--- config.mk ---
export PLATFORM = sky130hd
export DESIGN_NAME = sd_cmd_rx
export DESIGN_NICKNAME = d
export VERILOG_FILES = /design/src/rtl/sd_cmd_rx.sv
export SDC_FILE = /design/constraint.sdc
export NUM_CORES = 1
export LEC_CHECK = 0
export BUFFER_PORTS_ARGS = -buffer_cell sky130_fd_sc_hd__buf_2
export CAP_MARGIN = 20
export CORE_UTILIZATION = 64
export CTS_BUF_LIST = sky130_fd_sc_hd__clkbuf_2
export DETAILED_ROUTE_END_ITERATION = 10
export PLACE_DENSITY_LB_ADDON = 0.12
export SLEW_MARGIN = 20
export SYNTH_ARGS = -nofsm -noshare
export SYNTH_HDL_FRONTEND = slang
export SYNTH_SLANG_ARGS = --single-unit
--- constraint.sdc ---
create_clock -name clk -period 17.16 [get_ports clk]
set_input_delay 3.432 -clock clk [delete_from_list [all_inputs] [get_ports clk]]
set_output_delay 3.432 -clock clk [all_outputs]
set_load 0.02 [all_outputs]
--- src/rtl/sd_cmd_rx.sv ---
// sd_cmd_rx: SD CMD-line response receiver.
// Waits for a start bit after rx_en rises, shifts in a 48-bit or 136-bit
// response MSB first, checks CRC7, transmission bit and end bit, and
// presents the payload on resp_data with a one-cycle resp_valid pulse.
// Build option: define SD_CMD_RX_TIMEOUT_EN to give up on a missing start
// bit after TIMEOUT cycles (timeout pulse). Without it, the receiver waits
// indefinitely and timeout is tied low.
module sd_cmd_rx #(
   parameter int TIMEOUT = 64
) (
   input  logic         clk,
   input  logic         reset,
   input  logic         cmd_in,
   input  logic         rx_en,
   input  logic         long_resp,
   output logic         busy,
   output logic [127:0] resp_data,
   output logic         resp_valid,
   output logic         crc_err,
   output logic         frame_err,
   output logic         timeout
);

   localparam logic [1:0] ST_IDLE = 2'd0;
   localparam logic [1:0] ST_WAIT = 2'd1;
   localparam logic [1:0] ST_RECV = 2'd2;
   localparam logic [1:0] ST_DONE = 2'd3;

   // Bits still to come after the start bit, minus one (index of next bit).
   localparam logic [7:0] LAST_SHORT = 8'd46;
   localparam logic [7:0] LAST_LONG  = 8'd134;

   if (TIMEOUT < 1) begin : g_bad_timeout
      $error("sd_cmd_rx: TIMEOUT must be at least 1");
   end

   // Serial CRC7, polynomial x^7 + x^3 + 1.
   function automatic logic [6:0] crc7_step(input logic [6:0] crc, input logic din);
      logic fb;
      fb = crc[6] ^ din;
      return {crc[5:3], crc[2] ^ fb, crc[1:0], fb};
   endfunction

   logic [1:0]   state_q, state_d;
   logic         rx_en_q;
   logic         long_q, long_d;
   logic [7:0]   bit_cnt_q, bit_cnt_d;
   logic [6:0]   crc_q, crc_d;
   logic [133:0] shreg_q, shreg_d;
   logic [127:0] resp_data_q, resp_data_d;
   logic         resp_valid_q, resp_valid_d;
   logic         crc_err_q, crc_err_d;
   logic         frame_err_q, frame_err_d;
   logic         timeout_q, timeout_d;

`ifdef SD_CMD_RX_TIMEOUT_EN
   localparam int WAIT_W = (TIMEOUT > 1) ? $clog2(TIMEOUT) : 1;
   logic [WAIT_W-1:0] wait_cnt_q, wait_cnt_d;
`endif

   // Next-state and datapath update for the receive FSM.
   always_comb begin
      state_d      = state_q;
      long_d       = long_q;
      bit_cnt_d    = bit_cnt_q;
      crc_d        = crc_q;
      shreg_d      = shreg_q;
      resp_data_d  = resp_data_q;
      resp_valid_d = 1'b0;
      crc_err_d    = 1'b0;
      frame_err_d  = 1'b0;
      timeout_d    = 1'b0;
`ifdef SD_CMD_RX_TIMEOUT_EN
      wait_cnt_d   = wait_cnt_q;
`endif

      case (state_q)
         ST_IDLE: begin
            if (rx_en && !rx_en_q) begin
               state_d = ST_WAIT;
               long_d  = long_resp;
`ifdef SD_CMD_RX_TIMEOUT_EN
               wait_cnt_d = '0;
`endif
            end
         end

         ST_WAIT: begin
            if (!rx_en) begin
               state_d = ST_IDLE;
            end else if (!cmd_in) begin
               // Start bit is 0, so a CRC starting from 0 is unchanged by it.
               state_d   = ST_RECV;
               bit_cnt_d = long_q ? LAST_LONG : LAST_SHORT;
               crc_d     = '0;
               shreg_d   = '0;
`ifdef SD_CMD_RX_TIMEOUT_EN
            end else if (wait_cnt_q == WAIT_W'(TIMEOUT - 1)) begin
               state_d   = ST_IDLE;
               timeout_d = 1'b1;
            end else begin
               wait_cnt_d = wait_cnt_q + 1'b1;
`endif
            end
         end

         ST_RECV: begin
            if (!rx_en) begin
               state_d = ST_IDLE;
            end else begin
               // Frame bit k (k >= 1) lands at shreg_q[k-1] once the end bit arrives.
               shreg_d = {shreg_q[132:0], cmd_in};
               if (bit_cnt_q >= 8'd8 && bit_cnt_q <= 8'd127) begin
                  crc_d = crc7_step(crc_q, cmd_in);
               end
               if (bit_cnt_q == 8'd0) begin
                  state_d      = ST_DONE;
                  resp_valid_d = 1'b1;
                  crc_err_d    = (crc_q != shreg_q[6:0]);
                  frame_err_d  = (long_q ? shreg_q[133] : shreg_q[45]) | ~cmd_in;
                  resp_data_d  = long_q ? {shreg_q[126:0], 1'b0}
                                        : {90'd0, shreg_q[44:7]};
               end else begin
                  bit_cnt_d = bit_cnt_q - 1'b1;
               end
            end
         end

         ST_DONE: begin
            state_d = ST_IDLE;
         end

         default: begin
            state_d = ST_IDLE;
         end
      endcase
   end

   // Control state, counters, CRC and outputs with synchronous reset.
   always_ff @(posedge clk) begin
      if (reset) begin
         state_q      <= ST_IDLE;
         rx_en_q      <= 1'b0;
         long_q       <= 1'b0;
         bit_cnt_q    <= '0;
         crc_q        <= '0;
         resp_data_q  <= '0;
         resp_valid_q <= 1'b0;
         crc_err_q    <= 1'b0;
         frame_err_q  <= 1'b0;
         timeout_q    <= 1'b0;
`ifdef SD_CMD_RX_TIMEOUT_EN
         wait_cnt_q   <= '0;
`endif
      end else begin
         state_q      <= state_d;
         rx_en_q      <= rx_en;
         long_q       <= long_d;
         bit_cnt_q    <= bit_cnt_d;
         crc_q        <= crc_d;
         resp_data_q  <= resp_data_d;
         resp_valid_q <= resp_valid_d;
         crc_err_q    <= crc_err_d;
         frame_err_q  <= frame_err_d;
         timeout_q    <= timeout_d;
`ifdef SD_CMD_RX_TIMEOUT_EN
         wait_cnt_q   <= wait_cnt_d;
`endif
      end
   end

   // Frame shift register; cleared at every start bit, so no reset needed.
   always_ff @(posedge clk) begin
      shreg_q <= shreg_d;
   end

   assign busy       = (state_q == ST_WAIT) || (state_q == ST_RECV);
   assign resp_data  = resp_data_q;
   assign resp_valid = resp_valid_q;
   assign crc_err    = crc_err_q;
   assign frame_err  = frame_err_q;
   assign timeout    = timeout_q;

endmodule
# After elaboration in Yosys (flattened, before gate mapping)
# Index checks and enable logic that the tools add are counted.
[word_totals]
mem_count = 0
ramBits = 0
out_inout_bits = 133
romBits = 0
latch_bits = 0
reg_bits = 284
[classes]
muxes = 24
bitwise = 7
shift = 0
reduce_logical = 15
n_lt_le_gt_ge = 2
n_div = 0
mul = 0
eq_ne = 12
addsub = 1
[ops]
columns = ["op", "count"]
rows = [
  ["two-way mux 134 bit", 3],
  ["one-hot mux 134 bit (2 select lines)", 1],
  ["two-way mux 128 bit", 1],
  ["two-way mux 8 bit", 5],
  ["two-way mux 7 bit", 4],
  ["one-hot mux 8 bit (2 select lines)", 1],
  ["one-hot mux 7 bit (2 select lines)", 1],
  ["inequality test 2 bit (second input constant)", 6],
  ["two-way mux 2 bit", 5],
  ["AND reduction 5 bit", 2],
  ["greater-or-equal comparator 8 x 4 -> 1 bit (second input constant)", 1],
  ["<= comparator 8 x 7 -> 1 bit (second input constant)", 1],
  ["zero test 8 bit", 1],
  ["one-hot mux 2 bit (4 select lines)", 1],
  ["subtractor 8 x 1 -> 8 bit (second input constant)", 1],
  ["inequality test 7 bit", 1],
  ["inequality test 3 bit (second input constant)", 2],
  ["AND reduction 3 bit", 2],
  ["equality test 2 bit (second input constant)", 2],
  ["NOT 1 bit", 4],
  ["AND reduction 4 bit", 1],
  ["OR reduction 4 bit", 1],
  ["OR reduction 3 bit", 1],
  ["equality test 2 x 1 -> 1 bit (second input constant)", 1],
  ["9 further kinds", 12],
]

# Depth between registers and ports, before layout
# Gate-level depths: netlist of run 1.
[logic_depth]
word_depth = 5
depth_mapped = 9

# Worst setup path before layout of run 1
# No wires, ideal clock.
[synth_path]
path_kind = "in2reg"
start = "input rx_en"
end = "register bit_cnt_q[3]"
cell_stages = 7
t_arrival_ns = 7.722
setup_slack_ns = 9.336
path_buffers = 2
cell_sequence = "clkbuf_1 > nand2b_1 > a2bb2oi_1 > clkbuf_1 > inv_1 > o21ai_0 > o32ai_1"
[synth_via]
elab_chain_cells = 2
elab_cells_between_ends = 3
classes_between = "eq/ne: 2; reduce/logical: 1"
[synth_lines]
columns = ["element", "line", "source"]
rows = [
  ["start, declared", "14", "input logic rx_en,"],
  ["inequality test 2 bit (no line)", "--", ""],
  ["AND reduction 5 bit (no line) (*)", "--", ""],
  ["end signal, assigned", "159", "bit_cnt_q <= bit_cnt_d;"],
  ["end, declared", "47", "logic [7:0] bit_cnt_q, bit_cnt_d;"],
]
# Mark *: on every way between the ends. The rest lies on a longest branch, timed or not.
# A chain may end at the register's enable or synchronous reset.

# Final worst setup path of run 1
[layout_path]
start = "input rx_en"
end = "register resp_data_q[80] (netlist: resp_data[80])"
[layout_via]
elab_chain_cells = 1
[layout_lines]
columns = ["element", "line", "source"]
rows = [
  ["AND reduction 3 bit (no line)", "--", ""],
  ["end signal, assigned", "161", "resp_data_q <= resp_data_d;"],
  ["end, declared", "50", "logic [127:0] resp_data_q, resp_data_d;"],
]
# No other way between the ends.

==> metrics, run 1 <==
total cell area at the placement stage 11600 sq um; clock tree from TritonCTS yes; most frequent cells in the layout dfxtp_1 (149), buf_2 (135), and2_1 (134), edfxtp_1 (134), clkbuf_2 (113); worst clock skew on the final layout 0.0491 ns; boundary pin count ~140; Cell Pwr Density roughly 110 nW/um^2; max-cap violation count 0; outcome finished, final reports clean; Slew headroom a little under a third; commonest register cell after synthesis dfxtp_1; highest-delay cell along the critical path buf_4; number of design-rule violations left by the first detailed-router iteration approximately 500; met1 Track Usage GR a little over a third; endpoints failing hold 0; weighted congestion reported at the end of routability-driven placement roughly 0.77; count of cell types in the netlist 50; flip-flop and latch area approximately 7000 sq um; H-tree lvl count 3; hold-fix buffers at CTS 0; leakage power between 4 and 5 nW; area added between synthesis and finish 12.3%; Crit path buffers/inverters 3; GR Util All Layers between 20% and 30%; Fill cells between 1000 and 1500; class of the most critical setup path in2reg; # setup viols final 0; number of pins with negative max-slew slack in the final report 0; global-route congestion overflow total 0; Post CTS Setup Buffer Count 0; Die Outline Area between 15000 and 20000 sq um; Seq cells post-synth around 280; Die Span X between 100 and 150 um; synthesized instance count between 900 and 1000; number of buffers on the longest clock path 3; Gates resized, CTS repair 0; leading cell type in the layout, fill and taps excluded dfxtp_1; total non-filler cell area in the finished layout around 12000 sq um; mean instance size in the synthesized netlist between 10 and 15 sq um; total number of yosys warnings 0; post-route setup slack 11.63 ns; via count of the first global-routing pass roughly 7000; clock slew at reported path FFs ~0.1 ns; Post-layout nets 1063; post-detail-place hpwl between 10000 and 15000 um; Tcrit/Tclk final between 30% and 40%; cells traversed along the worst timing path buf_2, inv_1, nor3_4, buf_4, nor2_4, a22o_1; routed wire length roughly 21000 um; IR drop worst, VDD 0.0589 mV; global-route track usage on met2 37.1%; Skew-Pair Late Insertion Delay approximately 0.78 ns; wire length of the first global-routing pass roughly 35000 um; share of synthesized flip-flops with an asynchronous set or reset 0%; number of clock buffers inserted by TritonCTS 70; post-layout min period about 5.5 ns; number of synthesized flops with an enable pin ~130; required time of the worst setup path between 15 and 20 ns; TNS Setup 0 ns; met3 usage 5.50%; initial antenna violation count 1; element type at the critical path end flop; peak clock frequency supported by timing ~180 MHz; Antenna Nets Post-Route 0; critical path fanouts, max 96; delay-heaviest family, CP buffers and inverters; Seq/Total Area, Yosys between 60% and 70%; first-pass iteration count of the detailed router 5; combined area of all synthesized cells between 10000 and 15000 sq um; share of layout cells above drive strength 1 about a quarter; Multi-input gate area ~3500 sq um; initial cell density of the core around two thirds; detailed-route via count between 7000 and 8000; worst stage delay on the critical path 0.88 ns; Die Height approximately 130 um; Startpoint Class input port; worst hold path class reg2reg; setup repair after global routing missed its margin no; number of sinks on the clock net ~280; Rows 47; routed len/inst 16.0 um; number of port buffers ~140; Worst Max-Slew Pin Slew 1.05 ns; Post-Synthesis Net Count between 900 and 1000; Post-Place Worst Slack 10.88 ns; routing layer with the top usage in global route met2; number of remaining DRC errors 0; pin count of the biggest net entering global routing approximately 110; Placeable Area between 15000 and 20000 sq um; number of vias per cell after detailed routing around 5.6; root buffer selected by CTS clkbuf_2; endpoint arrival time on the critical path around 6.2 ns
-- cell families (layout without fill, tap and decap cells) --
logic type	Yosys count	in the layout	share of synthesized area (%)
AND/OR/NAND/NOR	320	320	16.1
AO/OA/AOI/OAI	168	168	10.7
other	1	3	0.0345
XOR/XNOR	9	9	0.725
buffers and inverters	81	279	3.43
flip-flops	284	284	64.6
adder cells (fa/ha/maj)	6	6	0.690
multiplexers	41	41	3.77
-- tightest hold or removal path: stages (launching register included) --
cell	delay, ns
dfxtp_1	0.32
nand2_1	0.05
a21oi_1	0.05
-- Yosys cell counts, types with 2 or more instances --
master      n  share of area [%]
dfxtp_1   150                 28
and2_1    134                7.7
edfxtp_1  134                 37
a21oi_1    58                2.7
nand2_1    50                1.7
nand3_1    47                2.2
a22o_1     45                3.6
nor2_1     45                1.6
clkbuf_1   43                1.5
mux2i_1    41                3.8
a211oi_1   39                2.7
buf_2      16               0.74
o21ai_0    10               0.46
buf_4       9               0.62
inv_1       9               0.31
nand2b_1    8               0.46
nand4_1     8               0.46
ha_1        6               0.69
xnor2_1     6               0.48
nand3b_1    5               0.35
a31oi_1     4               0.23
or4_1       4               0.28
nor4_1      3               0.17
xor2_1      3               0.24
buf_1       2              0.069
buf_6       2               0.21
nor2b_1     2               0.12
nor3_1      2              0.092
o31ai_1     2               0.14
o32ai_1     2               0.16
or3_1       2               0.12
-- final cells by class --
cell class | instances | share of cell area, %
inverter | 9 | 0.318
clock inverter | 15 | 0.482
antenna | 2 | 0.0410
sequential | 284 | 57.6
clock buffer | 113 | 4.63
timing repair buffer | 142 | 5.99
multi-input combinational | 545 | 28.7
tap | 220 | 2.25
-- power by group --
group          internal (mW)  switching [mW]  leakage, nW
Clock                  0.173           0.264        0.508
Combinational         0.0297          0.0743         1.83
Sequential             0.772          0.0320         2.52
-- sequential cells by signal, indices dropped and copies added, names as in the netlist --
register,cells
shreg_q,134
crc_q,7
long_q,1
resp_data,128
state_q,2
crc_err,1
bit_cnt_q,8
frame_err,1
resp_valid,1
rx_en_q,1
-- layer usage --
layer	wire (um)	vias up	share of wire (%)
met5	0	-	0
met4	298	0	1.4
met3	1300	31	6.1
met2	9790	220	46
met1	9950	3576	47
li1	-	3581	-
-- path summary, 6_finish.rpt --
check / slack [ns] / cells past startpoint / to / from
worst max-delay path: 11.63 / 6 / resp_data[80] / rx_en
worst min-delay path: 0.45 / 2 / resp_data[106] / resp_data[106]
worst max register to register: 13.30 / 7 / resp_data[80] / state_q[0]
worst min register to register: 0.45 / 2 / resp_data[106] / resp_data[106]
-- through the flow --
step           instances  utilization (%)  hold WS [ns]  power, mW
4_1_cts             1328             73.5         0.445       1.36
6_report            1330             73.6         0.452       1.34
5_1_grt             1330             73.6         0.482       1.41
3_3_place_gp        1200             69.8         0.437      0.920
2_1_floorplan        910                -         0.453      0.892
3_5_place_dp        1200             69.8         0.441      0.922
Note: power is estimated with default switching activity, not from simulation.
==> run 2: changes to the inputs <==
CORE_UTILIZATION = 60   (was 64)
clock period = 5.7 ns   (was 17.16 ns; I/O delays follow)
==> run 2 against run 1 <==
Net effect: cell count rose by 0.68%; register-to-register slack got worse by 11 ns; worst hold slack got worse by 0.0046 ns; final area rose by 1.2%; sequential power rose to 3.0 times the previous value; utilization fell by 2.9 points; clock power rose to 3.5 times the previous value; die area rose by 6.6%; sequential share of layout area fell by 0.70 points; combinational power rose to 3.0 times the previous value; power rose to 3.2 times the previous value; setup slack got worse by 9.0 ns; critical path type is now reg2reg; critical endpoint is now shreg_q[21]; largest power group unchanged.
==> metrics, run 2 (synthesis gave the netlist of run 1 again) <==
global-route track usage on met2 34.6% (was 37.1%); Antenna Nets Post-Route 0 (unchanged); routed wire length 21700 um (was 21300 um); top register by number of flip-flops shreg_q (unchanged); root buffer selected by CTS clkbuf_2 (unchanged); highest-delay cell along the critical path ha_4 (was buf_4); boundary pin count 138 (unchanged); worst clock skew on the final layout 0.0519 ns (was 0.0491 ns); worst hold path class reg2reg (unchanged); Slew headroom 28.6% (was 30.1%); wire length of the first global-routing pass 34900 um (was 35500 um); leakage power 4.92 nW (was 4.86 nW); number of logic stages on the critical path including buffering 7 (was 6); element type at the critical path end flop (unchanged); number of port buffers 136 (unchanged); number of clock buffers inserted by TritonCTS 70 (unchanged); pin count of the biggest net entering global routing 90 (was 108); met1 Track Usage GR 34.3% (was 36.2%); share of layout cells above drive strength 1 25.1% (was 24.8%); outcome finished, final reports clean (unchanged); number of buffers on the longest clock path 3 (unchanged); setup repair after global routing missed its margin no (unchanged); initial antenna violation count 1 (unchanged); cells traversed along the worst timing path inv_1, ha_4, nand2b_1, a2bb2oi_1, buf_2, inv_6, buf_4 (was buf_2, inv_1, nor3_4, buf_4, nor2_4, a22o_1); post-detail-place hpwl 12700 um (was 12200 um); delay-heaviest family, CP buffers and inverters (unchanged); H-tree lvl count 3 (unchanged); required time of the worst setup path 6.18 ns (was 17.79 ns); worst stage delay on the critical path 0.56 ns (was 0.88 ns); Post CTS Setup Buffer Count 0 (unchanged); hold-fix buffers at CTS 0 (unchanged); max reg flops 134 (unchanged); IR drop worst, VDD 0.184 mV (was 0.0589 mV); most frequent cells in the layout dfxtp_1 (149), buf_2 (136), and2_1 (134), edfxtp_1 (134), clkbuf_2 (114) (was dfxtp_1 (149), buf_2 (135), and2_1 (134), edfxtp_1 (134), clkbuf_2 (113)); Die Outline Area 18700 sq um (was 17500 sq um); Skew-Pair Late Insertion Delay 0.82 ns (was 0.78 ns); TNS Setup 0 ns (unchanged); Placeable Area 17500 sq um (was 16600 sq um); # setup viols final 0 (unchanged); Crit path buffers/inverters 4 (was 3); peak clock frequency supported by timing about 320 MHz; post-layout min period a little over 3 ns; endpoints failing hold 0 (unchanged); Startpoint Class flop (was input port); endpoint arrival time on the critical path 3.58 ns (was 6.16 ns); first-pass iteration count of the detailed router 5 (unchanged); number of vias per cell after detailed routing 5.53 (was 5.57); Post-layout nets 1066 (was 1063); met3 usage 6.41% (was 5.50%); r2r worst-path depth 7 (unchanged); critical path fanouts, max 89 (was 96); Worst Max-Slew Pin Slew 1.07 ns (was 1.05 ns); Cell Pwr Density 343 nW/um^2 (was 110 nW/um^2); class of the most critical setup path reg2reg (was in2reg); number of pins with negative max-slew slack in the final report 0 (unchanged); Post-Place Worst Slack 2.01 ns (was 10.88 ns); Gates resized, CTS repair 0 (unchanged); number of design-rule violations left by the first detailed-router iteration 476 (was 494); number of remaining DRC errors 0 (unchanged); routed len/inst 16.2 um (was 16.0 um); Fill cells 1296 (was 1231); global-route congestion overflow total 0 (unchanged); max-cap violation count 0 (unchanged); routing layer with the top usage in global route met2 (unchanged); Rows 48 (was 47); leading cell type in the layout, fill and taps excluded dfxtp_1 (unchanged); worst hold stages 1 (was 2); clock slew at reported path FFs 0.11 ns (was 0.10 ns); Die Span X 137 um (was 132 um); utilization after layout 70.7% (was 73.6%); post-route setup slack 2.60 ns (was 11.63 ns); detailed-route via count 7408 (unchanged); area added between synthesis and finish 13.6% (was 12.3%); clock tree from TritonCTS yes (unchanged); number of sinks on the clock net 284 (unchanged); Tcrit/Tclk final a little over half; Die Height 137 um (was 132 um); initial cell density of the core 62.2% (was 65.6%); weighted congestion reported at the end of routability-driven placement 0.776 (was 0.773); via count of the first global-routing pass 6889 (was 7182); GR Util All Layers 23.9% (was 25.0%)
run 2: cell count changes in the layout (fill, tap and decap cells not counted), sizes merged:
cell and change:
buf +3, diode -1, clkinvlp +1, inv -3, clkinv -1, clkbuf +1, bufinv +4
run 2: layout make-up:
type | instances | area (sq um) | share of cell area [%]
antenna | 1 | 2.50 | 0.0202
clock buffer | 114 | 571 | 4.62
clock inverter | 16 | 170 | 1.38
inverter | 9 | 38.8 | 0.314
multi-input combinational | 545 | 3500 | 28.3
sequential | 284 | 7030 | 56.9
tap | 225 | 282 | 2.28
timing repair buffer | 145 | 768 | 6.22
run 2: worst register-to-register path, stage by stage (launching register included):
cell	delay (ns)
dfxtp_1	0.34
inv_1	0.14
ha_4	0.56
nand2b_1	0.13
a2bb2oi_1	0.51
buf_2	0.30
inv_6	0.26
buf_4	0.50
run 2: power breakdown:
| group | switching (mW) | internal [mW] | leakage, nW |
|---|---|---|---|
| combinational | 0.224 | 0.0902 | 1.85 |
| clock | 0.801 | 0.705 | 0.552 |
| sequential | 0.0994 | 2.32 | 2.52 |
run 2: final timing paths:
| check | to | startpoint | slack [ns] |
|---|---|---|---|
| max | shreg_q[21] | state_q[0] | 2.60 |
| max reg2reg | shreg_q[21] | state_q[0] | 2.60 |
| min | resp_data[56] | shreg_q[55] | 0.45 |
| min reg2reg | resp_data[56] | shreg_q[55] | 0.45 |
run 2: through the flow:
stage | cell area (sq um) | instances | total power, mW | hold slack (ns)
4_1_cts | 12400 | 1337 | 4.28 | 0.455
3_5_place_dp | 11600 | 1207 | 2.78 | 0.441
5_1_grt | 12400 | 1339 | 4.44 | 0.470
2_1_floorplan | 10900 | 910 | 2.69 | 0.453
6_report | 12400 | 1339 | 4.24 | 0.447
3_3_place_gp | 11600 | 1206 | 2.78 | 0.436
run 2: routing by layer:
metal | part of all wire (%) | up-vias
met4 | 1.8 | 0
met2 | 45 | 216
li1 | - | 3583
met3 | 6.0 | 37
met1 | 47 | 3572
met5 | 0 | -
